$ cat src/rtl/pipe_hazard_ctrl_if.sv
// Hazard-control bundle between the 5-stage datapath and pipe_hazard_ctrl.
// master = datapath side, slave = hazard controller side.
interface pipe_hazard_ctrl_if #(
  parameter int REG_AW   = 5,
  parameter int STALL_CW = 16
);
  // datapath -> controller
  logic              if_halt_insn;
  logic [REG_AW-1:0] id_rs1;
  logic [REG_AW-1:0] id_rs2;
  logic              id_use_rs1;
  logic              id_use_rs2;
  logic              id_branch;
  logic              id_branch_taken;
  logic [REG_AW-1:0] ex_rs1;
  logic [REG_AW-1:0] ex_rs2;
  logic [REG_AW-1:0] ex_rd;
  logic              ex_regwrite;
  logic              ex_memread;
  logic [REG_AW-1:0] mem_rd;
  logic              mem_regwrite;
  logic              mem_memread;
  logic              mem_memwrite;
  logic [REG_AW-1:0] wb_rd;
  logic              wb_regwrite;

  // controller -> datapath
  logic                pc_write;
  logic                if_id_write;
  logic                if_id_flush;
  logic                id_ex_bubble;
  logic                pipe_freeze;
  logic [1:0]          fwd_a;
  logic [1:0]          fwd_b;
  logic [1:0]          id_fwd_a;
  logic [1:0]          id_fwd_b;
  logic                halted;
  logic [STALL_CW-1:0] stall_count;

  modport master (
    output if_halt_insn, id_rs1, id_rs2, id_use_rs1, id_use_rs2,
           id_branch, id_branch_taken, ex_rs1, ex_rs2, ex_rd,
           ex_regwrite, ex_memread, mem_rd, mem_regwrite, mem_memread,
           mem_memwrite, wb_rd, wb_regwrite,
    input  pc_write, if_id_write, if_id_flush, id_ex_bubble, pipe_freeze,
           fwd_a, fwd_b, id_fwd_a, id_fwd_b, halted, stall_count
  );

  modport slave (
    input  if_halt_insn, id_rs1, id_rs2, id_use_rs1, id_use_rs2,
           id_branch, id_branch_taken, ex_rs1, ex_rs2, ex_rd,
           ex_regwrite, ex_memread, mem_rd, mem_regwrite, mem_memread,
           mem_memwrite, wb_rd, wb_regwrite,
    output pc_write, if_id_write, if_id_flush, id_ex_bubble, pipe_freeze,
           fwd_a, fwd_b, id_fwd_a, id_fwd_b, halted, stall_count
  );
endinterface

$ cat src/rtl/pipe_hazard_ctrl.sv
// Hazard, forwarding and pipeline-control block for the 5-stage RISC-V core.
// Covers load-use / branch-operand stalls, EX and ID forwarding, multi-cycle
// data-memory freeze, an interlock-only mode, a halt/drain sequence and a
// saturating stall counter.
//
// state      | meaning
// -----------+------------------------------------------------------------
// ST_RUN     | normal issue; hazards, forwarding and flushes active
// ST_DRAIN   | halt word seen; fetch stopped, older insns drain out
// ST_HALTED  | pipeline empty; core parked until reset
module pipe_hazard_ctrl #(
  parameter int REG_AW     = 5,
  parameter int MEM_LAT    = 1,
  parameter int HALT_DRAIN = 4,
  parameter int FWD_EN     = 1,
  parameter int STALL_CW   = 16
) (
  input  logic              clock,
  input  logic              reset,
  pipe_hazard_ctrl_if.slave hz_if
);

  localparam int CNT_W = (MEM_LAT > 1) ? $clog2(MEM_LAT) : 1;
  localparam logic [CNT_W-1:0] CNT_LAST = CNT_W'(MEM_LAT - 1);
  localparam int DRN_W = (HALT_DRAIN > 1) ? $clog2(HALT_DRAIN) : 1;
  localparam logic [DRN_W-1:0] DRN_LOAD = DRN_W'(HALT_DRAIN - 1);

  localparam logic [1:0] ST_RUN    = 2'd0;
  localparam logic [1:0] ST_DRAIN  = 2'd1;
  localparam logic [1:0] ST_HALTED = 2'd2;

  logic [1:0]          state_q, state_d;
  logic [CNT_W-1:0]    mcnt_q, mcnt_d;
  logic [DRN_W-1:0]    drain_q, drain_d;
  logic [STALL_CW-1:0] stall_cnt_q, stall_cnt_d;

  logic       ex_hit, mem_hit, wb_hit;
  logic       hz_raw, hz;
  logic       mem_op, freeze;
  logic       flush_run;
  logic [1:0] fwd_a_c, fwd_b_c, id_fwd_a_c, id_fwd_b_c;

  // x0 is hard-wired zero, so it never creates a dependency
  function automatic logic reg_match(input logic [REG_AW-1:0] a,
                                     input logic [REG_AW-1:0] b);
    return (a == b) && (a != '0);
  endfunction

  // Loads still in MEM have no data yet, so they are skipped as a source
  function automatic logic [1:0] fwd_sel(input logic [REG_AW-1:0] rs,
                                         input logic [REG_AW-1:0] m_rd,
                                         input logic              m_rw,
                                         input logic              m_mr,
                                         input logic [REG_AW-1:0] w_rd,
                                         input logic              w_rw);
    if (m_rw && !m_mr && reg_match(m_rd, rs)) return 2'b10;
    else if (w_rw && reg_match(w_rd, rs))     return 2'b01;
    else                                      return 2'b00;
  endfunction

  // RAW detection against each older stage, gated by which sources ID reads
  always_comb begin
    ex_hit  = (hz_if.id_use_rs1 && reg_match(hz_if.ex_rd,  hz_if.id_rs1)) ||
              (hz_if.id_use_rs2 && reg_match(hz_if.ex_rd,  hz_if.id_rs2));
    mem_hit = (hz_if.id_use_rs1 && reg_match(hz_if.mem_rd, hz_if.id_rs1)) ||
              (hz_if.id_use_rs2 && reg_match(hz_if.mem_rd, hz_if.id_rs2));
    wb_hit  = (hz_if.id_use_rs1 && reg_match(hz_if.wb_rd,  hz_if.id_rs1)) ||
              (hz_if.id_use_rs2 && reg_match(hz_if.wb_rd,  hz_if.id_rs2));
    if (FWD_EN != 0) begin
      // Only cases that forwarding cannot cover: load data not ready, or a
      // branch compare in ID needing a result still in EX or a load in MEM
      hz_raw = (hz_if.ex_memread && ex_hit) ||
               (hz_if.id_branch && hz_if.ex_regwrite && ex_hit) ||
               (hz_if.id_branch && hz_if.mem_memread && mem_hit);
    end else begin
      // Interlock mode: wait until the producer has fully left WB
      hz_raw = (hz_if.ex_regwrite  && ex_hit) ||
               (hz_if.mem_regwrite && mem_hit) ||
               (hz_if.wb_regwrite  && wb_hit);
    end
  end

  // Operand forwarding selects for EX and for the ID branch comparator
  always_comb begin
    fwd_a_c    = 2'b00;
    fwd_b_c    = 2'b00;
    id_fwd_a_c = 2'b00;
    id_fwd_b_c = 2'b00;
    if (FWD_EN != 0) begin
      fwd_a_c    = fwd_sel(hz_if.ex_rs1, hz_if.mem_rd, hz_if.mem_regwrite,
                           hz_if.mem_memread, hz_if.wb_rd, hz_if.wb_regwrite);
      fwd_b_c    = fwd_sel(hz_if.ex_rs2, hz_if.mem_rd, hz_if.mem_regwrite,
                           hz_if.mem_memread, hz_if.wb_rd, hz_if.wb_regwrite);
      id_fwd_a_c = fwd_sel(hz_if.id_rs1, hz_if.mem_rd, hz_if.mem_regwrite,
                           hz_if.mem_memread, hz_if.wb_rd, hz_if.wb_regwrite);
      id_fwd_b_c = fwd_sel(hz_if.id_rs2, hz_if.mem_rd, hz_if.mem_regwrite,
                           hz_if.mem_memread, hz_if.wb_rd, hz_if.wb_regwrite);
    end
  end

  // Memory-latency freeze: the op holds MEM until its last latency cycle
  always_comb begin
    mem_op    = hz_if.mem_memread || hz_if.mem_memwrite;
    freeze    = mem_op && (mcnt_q != CNT_LAST);
    mcnt_d    = freeze ? (mcnt_q + CNT_W'(1)) : '0;
    hz        = hz_raw && !freeze;
    flush_run = hz_if.id_branch_taken && !hz && !freeze;
  end

  // Halt/drain sequencing; the drain timer pauses while memory is frozen
  always_comb begin
    state_d = state_q;
    drain_d = drain_q;
    case (state_q)
      ST_RUN: begin
        // a halt word behind a taken branch is wrong-path and is ignored
        if (hz_if.if_halt_insn && !freeze && !hz && !flush_run) begin
          state_d = ST_DRAIN;
          drain_d = DRN_LOAD;
        end
      end
      ST_DRAIN: begin
        if (!freeze) begin
          if (drain_q == '0) state_d = ST_HALTED;
          else               drain_d = drain_q - DRN_W'(1);
        end
      end
      ST_HALTED: state_d = ST_HALTED;
      default:   state_d = ST_RUN;
    endcase
  end

  // Stall statistics count only while running and stick at all-ones
  always_comb begin
    stall_cnt_d = stall_cnt_q;
    if ((state_q == ST_RUN) && (freeze || hz) && (stall_cnt_q != '1))
      stall_cnt_d = stall_cnt_q + STALL_CW'(1);
  end

  // Pipeline control outputs; priority freeze > hazard > flush
  always_comb begin
    hz_if.pc_write     = 1'b1;
    hz_if.if_id_write  = 1'b1;
    hz_if.if_id_flush  = 1'b0;
    hz_if.id_ex_bubble = 1'b0;
    hz_if.pipe_freeze  = freeze;
    hz_if.fwd_a        = fwd_a_c;
    hz_if.fwd_b        = fwd_b_c;
    hz_if.id_fwd_a     = id_fwd_a_c;
    hz_if.id_fwd_b     = id_fwd_b_c;
    if (!reset) begin
      // hold the front end and inject bubbles for as long as reset is low
      hz_if.pc_write     = 1'b0;
      hz_if.if_id_write  = 1'b0;
      hz_if.id_ex_bubble = 1'b1;
      hz_if.pipe_freeze  = 1'b0;
      hz_if.fwd_a        = 2'b00;
      hz_if.fwd_b        = 2'b00;
      hz_if.id_fwd_a     = 2'b00;
      hz_if.id_fwd_b     = 2'b00;
    end else begin
      case (state_q)
        ST_RUN: begin
          hz_if.pc_write     = !freeze && !hz;
          hz_if.if_id_write  = !freeze && !hz;
          hz_if.id_ex_bubble = hz;
          hz_if.if_id_flush  = flush_run;
        end
        ST_DRAIN: begin
          hz_if.pc_write     = 1'b0;
          hz_if.if_id_write  = 1'b0;
          hz_if.id_ex_bubble = hz;
          hz_if.if_id_flush  = !freeze;
        end
        default: begin
          hz_if.pc_write     = 1'b0;
          hz_if.if_id_write  = 1'b0;
          hz_if.id_ex_bubble = 1'b1;
        end
      endcase
    end
  end

  assign hz_if.halted      = (state_q == ST_HALTED);
  assign hz_if.stall_count = stall_cnt_q;

  // State registers
  always_ff @(posedge clock or negedge reset) begin
    if (!reset) begin
      state_q     <= ST_RUN;
      mcnt_q      <= '0;
      drain_q     <= '0;
      stall_cnt_q <= '0;
    end else begin
      state_q     <= state_d;
      mcnt_q      <= mcnt_d;
      drain_q     <= drain_d;
      stall_cnt_q <= stall_cnt_d;
    end
  end

endmodule

$ cat src/flat_wrapper.sv
// flat-port wrapper written by rule: the top's interface ports become plain ports
module pipe_hazard_ctrl_flat 
#(
  parameter int REG_AW     = 5,
  parameter int MEM_LAT    = 1,
  parameter int HALT_DRAIN = 4,
  parameter int FWD_EN     = 1,
  parameter int STALL_CW   = 16
)
  (clock, reset, hz_if_if_halt_insn, hz_if_id_rs1, hz_if_id_rs2, hz_if_id_use_rs1, hz_if_id_use_rs2, hz_if_id_branch, hz_if_id_branch_taken, hz_if_ex_rs1, hz_if_ex_rs2, hz_if_ex_rd, hz_if_ex_regwrite, hz_if_ex_memread, hz_if_mem_rd, hz_if_mem_regwrite, hz_if_mem_memread, hz_if_mem_memwrite, hz_if_wb_rd, hz_if_wb_regwrite, hz_if_pc_write, hz_if_if_id_write, hz_if_if_id_flush, hz_if_id_ex_bubble, hz_if_pipe_freeze, hz_if_fwd_a, hz_if_fwd_b, hz_if_id_fwd_a, hz_if_id_fwd_b, hz_if_halted, hz_if_stall_count);
  pipe_hazard_ctrl_if #(.REG_AW(REG_AW), .STALL_CW(STALL_CW)) hz_if_i ();
  input  logic clock;
  input  logic reset;
  input wire logic [$bits(hz_if_i.if_halt_insn)-1:0] hz_if_if_halt_insn;
  input wire logic [$bits(hz_if_i.id_rs1)-1:0] hz_if_id_rs1;
  input wire logic [$bits(hz_if_i.id_rs2)-1:0] hz_if_id_rs2;
  input wire logic [$bits(hz_if_i.id_use_rs1)-1:0] hz_if_id_use_rs1;
  input wire logic [$bits(hz_if_i.id_use_rs2)-1:0] hz_if_id_use_rs2;
  input wire logic [$bits(hz_if_i.id_branch)-1:0] hz_if_id_branch;
  input wire logic [$bits(hz_if_i.id_branch_taken)-1:0] hz_if_id_branch_taken;
  input wire logic [$bits(hz_if_i.ex_rs1)-1:0] hz_if_ex_rs1;
  input wire logic [$bits(hz_if_i.ex_rs2)-1:0] hz_if_ex_rs2;
  input wire logic [$bits(hz_if_i.ex_rd)-1:0] hz_if_ex_rd;
  input wire logic [$bits(hz_if_i.ex_regwrite)-1:0] hz_if_ex_regwrite;
  input wire logic [$bits(hz_if_i.ex_memread)-1:0] hz_if_ex_memread;
  input wire logic [$bits(hz_if_i.mem_rd)-1:0] hz_if_mem_rd;
  input wire logic [$bits(hz_if_i.mem_regwrite)-1:0] hz_if_mem_regwrite;
  input wire logic [$bits(hz_if_i.mem_memread)-1:0] hz_if_mem_memread;
  input wire logic [$bits(hz_if_i.mem_memwrite)-1:0] hz_if_mem_memwrite;
  input wire logic [$bits(hz_if_i.wb_rd)-1:0] hz_if_wb_rd;
  input wire logic [$bits(hz_if_i.wb_regwrite)-1:0] hz_if_wb_regwrite;
  output wire logic [$bits(hz_if_i.pc_write)-1:0] hz_if_pc_write;
  output wire logic [$bits(hz_if_i.if_id_write)-1:0] hz_if_if_id_write;
  output wire logic [$bits(hz_if_i.if_id_flush)-1:0] hz_if_if_id_flush;
  output wire logic [$bits(hz_if_i.id_ex_bubble)-1:0] hz_if_id_ex_bubble;
  output wire logic [$bits(hz_if_i.pipe_freeze)-1:0] hz_if_pipe_freeze;
  output wire logic [$bits(hz_if_i.fwd_a)-1:0] hz_if_fwd_a;
  output wire logic [$bits(hz_if_i.fwd_b)-1:0] hz_if_fwd_b;
  output wire logic [$bits(hz_if_i.id_fwd_a)-1:0] hz_if_id_fwd_a;
  output wire logic [$bits(hz_if_i.id_fwd_b)-1:0] hz_if_id_fwd_b;
  output wire logic [$bits(hz_if_i.halted)-1:0] hz_if_halted;
  output wire logic [$bits(hz_if_i.stall_count)-1:0] hz_if_stall_count;
  assign hz_if_i.if_halt_insn = hz_if_if_halt_insn;
  assign hz_if_i.id_rs1 = hz_if_id_rs1;
  assign hz_if_i.id_rs2 = hz_if_id_rs2;
  assign hz_if_i.id_use_rs1 = hz_if_id_use_rs1;
  assign hz_if_i.id_use_rs2 = hz_if_id_use_rs2;
  assign hz_if_i.id_branch = hz_if_id_branch;
  assign hz_if_i.id_branch_taken = hz_if_id_branch_taken;
  assign hz_if_i.ex_rs1 = hz_if_ex_rs1;
  assign hz_if_i.ex_rs2 = hz_if_ex_rs2;
  assign hz_if_i.ex_rd = hz_if_ex_rd;
  assign hz_if_i.ex_regwrite = hz_if_ex_regwrite;
  assign hz_if_i.ex_memread = hz_if_ex_memread;
  assign hz_if_i.mem_rd = hz_if_mem_rd;
  assign hz_if_i.mem_regwrite = hz_if_mem_regwrite;
  assign hz_if_i.mem_memread = hz_if_mem_memread;
  assign hz_if_i.mem_memwrite = hz_if_mem_memwrite;
  assign hz_if_i.wb_rd = hz_if_wb_rd;
  assign hz_if_i.wb_regwrite = hz_if_wb_regwrite;
  assign hz_if_pc_write = hz_if_i.pc_write;
  assign hz_if_if_id_write = hz_if_i.if_id_write;
  assign hz_if_if_id_flush = hz_if_i.if_id_flush;
  assign hz_if_id_ex_bubble = hz_if_i.id_ex_bubble;
  assign hz_if_pipe_freeze = hz_if_i.pipe_freeze;
  assign hz_if_fwd_a = hz_if_i.fwd_a;
  assign hz_if_fwd_b = hz_if_i.fwd_b;
  assign hz_if_id_fwd_a = hz_if_i.id_fwd_a;
  assign hz_if_id_fwd_b = hz_if_i.id_fwd_b;
  assign hz_if_halted = hz_if_i.halted;
  assign hz_if_stall_count = hz_if_i.stall_count;
  pipe_hazard_ctrl #(.REG_AW(REG_AW), .MEM_LAT(MEM_LAT), .HALT_DRAIN(HALT_DRAIN), .FWD_EN(FWD_EN), .STALL_CW(STALL_CW)) u_core (.clock(clock), .reset(reset), .hz_if(hz_if_i));
endmodule
$ cat config.mk
export PLATFORM = sky130hd
export DESIGN_NAME = pipe_hazard_ctrl_flat
export DESIGN_NICKNAME = d
export VERILOG_FILES = /design/src/rtl/pipe_hazard_ctrl_if.sv /design/src/rtl/pipe_hazard_ctrl.sv /design/src/flat_wrapper.sv
export SDC_FILE = /design/constraint.sdc
export NUM_CORES = 1
export LEC_CHECK = 0
export BUFFER_PORTS_ARGS = -buffer_cell sky130_fd_sc_hd__buf_2
export CAP_MARGIN = 10
export CORE_MARGIN = 2
export CORE_UTILIZATION = 45
export CTS_BUF_LIST = sky130_fd_sc_hd__clkbuf_4 sky130_fd_sc_hd__clkbuf_8 sky130_fd_sc_hd__clkbuf_16
export DETAILED_ROUTE_END_ITERATION = 16
export PLACE_DENSITY = 0.77
export SYNTH_ARGS = -nofsm -noshare
export SYNTH_HDL_FRONTEND = slang
export SYNTH_SLANG_ARGS = --single-unit
$ cat constraint.sdc
create_clock -name clock -period 2.2 [get_ports clock]
set_clock_uncertainty 0.2 [all_clocks]
set_input_delay 0.11 -clock clock [delete_from_list [all_inputs] [get_ports clock]]
set_output_delay 0.11 -clock clock [all_outputs]
set_load 0.1 [all_outputs]
# Word-level counts from Yosys, hierarchy flattened

Cells that the tools add are included.
W data, S select, Z words.

Register bits after elaboration: 21
Bits of input ports: 48
Output and inout bits: 30
Word-level logic and storage cells: 109

Add/sub/neg operators: 3
Equality and inequality tests: 17
Muxes and demuxes: 28
Reduce and logical (&&, ||, !) cells: 57

Operators by type and width:

| operator                | number |
|---|---|
| $eq A5 B5 Y1            | 10 |
| $logic_and A1 B1 Y1     | 38 |
| $mux W2                 | 14 |
| $add A16 B1 Y16 const B | 1 |
| $ne A16 B16 Y1 const B  | 1 |
| $reduce_bool A5 Y1      | 3 |
| $mux W1                 | 11 |
| $logic_or A1 B1 Y1      | 6 |
| $pmux W2 S3             | 1 |
| $logic_not A1 Y1        | 4 |
| $logic_not A2 Y1        | 2 |
| $ne A2 B1 Y1 const B    | 2 |
| $ne A2 B2 Y1 const B    | 2 |
| $pmux W2 S2             | 1 |
| $reduce_and A4 Y1       | 1 |
| $reduce_and A3 Y1       | 1 |
| $eq A2 B1 Y1 const B    | 1 |
| $eq A2 B2 Y1 const B    | 1 |
| $pmux W1 S2             | 1 |
| $reduce_bool A2 Y1      | 1 |
| $reduce_or A2 Y1        | 1 |
| $sub A2 B1 Y2 const B   | 1 |
| $add A1 B1 Y1 const B   | 1 |

# Depth between registers and ports, before layout

Depth in word-level cells: 15
Gate-level depth with buffers: 8
Depth with buffers taken out: 7

# Least setup slack after synthesis

No wires, ideal clock.

Kind: input to output
Start: input port hz_if_mem_rd[1]
End: output port hz_if_fwd_a[0]
Arrival time: 4.004 ns
Data required time: 1.890 ns
Slack: -2.114 ns
Cell stages on the path: 5
Path buffers: 1
Path through: buf_2 or4_4 o21ai_1 nor4_1 nor4_1

Longest elaborated chain between the ends: 5
Elaborated cells on any way between the ends: 6
Classes of those cells: eq/ne: 1; mux: 2; reduce/logical: 3

RTL lines:

| element                                                   | RTL line                | RTL |
|---|---|---|
| from (decl)                                               | flat_wrapper.sv:26      | `input wire logic [$bits(hz_if_i.mem_rd)-1:0] hz_if_mem_rd;` |
| $eq A5 B5 Y1 / $reduce_bool A5 Y1 (equally long branches) | pipe_hazard_ctrl.sv:46  | `return (a == b) && (a != '0);` |
| $logic_and A1 B1 Y1 (*)                                   | pipe_hazard_ctrl.sv:46  |  |
| $logic_and A1 B1 Y1 (*)                                   | pipe_hazard_ctrl.sv:56  | `if (m_rw && !m_mr && reg_match(m_rd, rs)) return 2'b10;` |
| $mux W2 (*)                                               | pipe_hazard_ctrl.sv:56  |  |
| $mux W2 (*)                                               | pipe_hazard_ctrl.sv:151 | `if (!reset) begin` |
| to (decl)                                                 | flat_wrapper.sv:37      | `output wire logic [$bits(hz_if_i.fwd_a)-1:0] hz_if_fwd_a;` |

Every way passes the cells marked *; elsewhere a longest branch is shown, timed or not.

# Worst setup path after layout

Start: input port hz_if_mem_rd[3]
End: output port hz_if_if_id_write

Longest elaborated chain between the ends: 11
Elaborated cells on any way between the ends: 15
Classes of those cells: eq/ne: 2; mux: 2; reduce/logical: 11

RTL lines:

| element                                                   | RTL line                                       | RTL |
|---|---|---|
| $eq A5 B5 Y1 / $reduce_bool A5 Y1 (equally long branches) | pipe_hazard_ctrl.sv:46                         |  |
| $logic_and A1 B1 Y1                                       | pipe_hazard_ctrl.sv:46                         |  |
| $logic_and A1 B1 Y1 (on tied branches)                    | pipe_hazard_ctrl.sv:65, pipe_hazard_ctrl.sv:66 |  |
| $logic_or A1 B1 Y1 (*)                                    | pipe_hazard_ctrl.sv:65                         | `mem_hit = (hz_if.id_use_rs1 && reg_match(hz_if.mem_rd, hz_if.id_rs1)) \|\|` |
| $logic_and A1 B1 Y1 (*)                                   | pipe_hazard_ctrl.sv:74                         | `(hz_if.id_branch && hz_if.mem_memread && mem_hit);` |
| $logic_or A1 B1 Y1 (*)                                    | pipe_hazard_ctrl.sv:73                         | `(hz_if.id_branch && hz_if.ex_regwrite && ex_hit) \|\|` |
| $logic_and A1 B1 Y1 (*)                                   | pipe_hazard_ctrl.sv:106                        | `hz = hz_raw && !freeze;` |
| $logic_not A1 Y1 (*)                                      | pipe_hazard_ctrl.sv:165                        | `hz_if.if_id_write = !freeze && !hz;` |
| $logic_and A1 B1 Y1 (*)                                   | pipe_hazard_ctrl.sv:165                        |  |
| $mux W1 (*)                                               | pipe_hazard_ctrl.sv:162                        | `case (state_q)` |
| $mux W1 (*)                                               | pipe_hazard_ctrl.sv:151                        |  |
| to (decl)                                                 | flat_wrapper.sv:33                             | `output wire logic [$bits(hz_if_i.if_id_write)-1:0] hz_if_if_id_write;` |

Marked as above.

==> out/qor.txt <==
Inst Count DP - 352
Clk slew on worst S/H paths - 0.07 ns
TritonCTS Buffers - 3
Area of the core - 4320 um2
Type of the most critical hold path - in2reg
Synth top area cells - dfrtp_1 (26%), xor2_1 (16%), xnor2_1 (12%), ha_1 (3.7%), nand3_1 (3.7%)
# fillers - 360
Area of the multi-input gates - 1480 um2
Largest net degree at the start of global routing - 29
Post-synth EDFFs - 0
Worst reg-to-reg setup slack - 0.11 ns
Routed Antenna Nets - 0
Final min period - 2.13 ns
CP max stage cell - or4_4
Worst Max-Slew Pin Slew - 0.623 ns
Setup WS post-layout - 0.0697 ns
Hold Path Depth - 4
Final period util - 96.8%
Final std cells w/o fill - 357
First-pass GRT wire length - 9.36 mm
# clock sinks - 21
PwrDens - 837 nW/um2
Detailed placement HPWL - 4.49 mm
Initial core utilization - 46.6%
VDD IR-drop max - 0.00116 V
GRT overflow - 0
Sequential cell area - 561 um2
Most common cell in the netlist - xor2_1
# DRC - 0
Chip width - 71.0 um
Layout net count - 360
Worst setup startpoint - hz_if_mem_rd[3]
Hold endpoint - u_core.drain_q[0]
Initial DRC count - 96
DP Worst Slack - -0.0240 ns
Area leader, netlist - dfrtp_1
DRT Pass-1 Iters - 4
Post-DR vias/cell - 5.54
Initial antenna violation count - 0
Worst reg2reg startpoint - u_core.hz_if.stall_count[0]
Die H - 71.0 um
Worst Setup End Kind - primary output
Max-Cap Viols - 0
Synthesis-to-layout area growth - 41.1%
Area after DPL - 2770 um2
Reg-to-reg endpoint - u_core.hz_if.stall_count[8]
Cell Area, Synth - 2020 um2
Total GRT Usage - 23.3%
CP Launch Type - primary input
Crit path DAT - 1.82 ns
Synth unique cells - 41
Unrepaired setup endpoints after global routing - false
Drt total wl - 5.48 mm
Final Hold Viols - 0
Cell count after synthesis - 225
Leak - 1.27 nW
Depth of the CTS H-tree - 1
TNS Setup - 0 ns
Fin area - 2850 um2
Synth top area share - 26.1%
Fin Hold WS - 0.147 ns
CP Class - in2out
Clock Latency Late Sink - 0.27 ns
Die ar. - 5030 um2
Crit-path max cell delay - 0.56 ns
Status - complete, no violations
Ys Warns - 0
Critical path, cell by cell - buf_2 -> or4_4 -> o211ai_2 -> o221ai_2 -> a21oi_4 -> and3_4 -> buf_12
Ys async rst share - 100%
Max Clk Rate - 0.469 GHz
CP Data Required Time - 1.89 ns
Antenna cells - 0
Hold path start - hz_if_id_branch_taken
Setup-failing EPs final - 0
Vias - 1978
Row count - 24
RD Place Congestion - 0.965
Post-synth top cells - xor2_1 (37), xnor2_1 (28), dfrtp_1 (21), nand3_1 (15)
TritonCTS clock tree - done
Sequential area share after synthesis - 26.1%
Worst-path fanout max - 4
Slew Limit Fails - 0
Syn_nets - 279
Slew margin rel. - 58.1%
Share of layout cells above drive strength 1 - 43.3%
Syn Area/Cell - 8.96 um2
Avg WL per Cell - 15.3 um
Yosys reg bits - 21
Clock root buffer - clkbuf_8
Vias in the first global route - 2045
Max Buffers Root-to-Sink - 2
Buffers on Ports - 77
Most used DFF post-synth - dfrtp_1
I/O pin total - 78
Reg2reg path depth - 7
power by group:
part	internal [W]	switching [W]
logic	0.000458	0.00107
clock network	0.000142	0.000124
registers	0.000496	0.0000929
critical path, delay by kind of cell:
family	cells	cell delay (ns)
buffers and inverters	2	0.30
and+or+nand+nor	2	0.82
AOI/OAI and AO/OA	3	0.59
area by class of cell:
class,count,area share (%)
well taps,52,2.29
multi-input cells,184,52.1
clock buffers,4,1.71
inverters,5,0.659
flip-flops and latches,21,19.7
repair buffers,91,23.6
state kept, by name (all words and copies together), names as in the netlist:
signal                    count
u_core.state_q                2
u_core.mcnt_q                 1
u_core.hz_if.stall_count     16
u_core.drain_q                2
cells in the final DEF, fill, tap and decap left out, drive strengths merged, types with 2 or more instances in the layout:
cell type / n
ha: 6
xnor2: 28
nand3: 15
o211ai: 3
or4: 5
dfrtp: 21
nand4: 4
inv: 5
o21ai: 4
and4: 2
nor2: 8
nand2: 9
xor2: 37
nor3: 6
clkbuf: 4
o22ai: 2
a21oi: 9
nor2b: 2
mux2: 3
buf: 90
nor3b: 3
and2: 4
nor4: 15
a211oi: 3
and3: 6
worst max-delay path by stage:
stage,slack (ns),cells after the start,to
after floorplan,-0.14,4,hz_if_fwd_a[0]
after global placement,0.03,8,u_core.hz_if.stall_count[12]
after detailed placement,-0.02,8,u_core.hz_if.stall_count[14]
after CTS,0.02,7,hz_if_if_id_write
after global routing,0.007,7,u_core.hz_if.stall_count[11]
final,0.07,7,hz_if_if_id_write
cell families (layout without fill, tap and decap cells):
logic type               after synthesis  after routing  synth area share (%)
AND/OR/NAND/NOR                       82             82                  25.5
XOR/XNOR                              65             65                  28.2
AO/OA/AOI/OAI                         27             27                  9.62
flip-flops                            21             21                  26.1
buffers and inverters                 20            100                  5.02
adder cells (fa/ha/maj)                6              6                  3.72
multiplexers                           3              3                  1.67
other                                  1              1                 0.186
repair_timing:
action | CTS | global route
resized for setup | 0 | 2
setup buffers | 0 | 0
hold endpoints to repair | 21 | 0
hold buffers | 1 | 0
endpoints found under the setup margin | 0 | 3
per-layer routing:
metal	up-vias	routed length, um	track usage [%]
li1	954	-	-
met1	946	2330	30.6
met2	66	2700	38.8
met3	12	336	3.56
met4	0	116	8.81
met5	-	0	0
per-stage QoR:
step | util (%) | total power (W)
4_1_cts | 65.5 | 0.00239
5_1_grt | 65.8 | 0.00254
3_3_place_gp | 64.1 | 0.00208
2_1_floorplan | - | 0.00177
6_report | 65.8 | 0.00238
3_5_place_dp | 64.1 | 0.00211
Note: power is estimated with default switching activity, not from simulation.
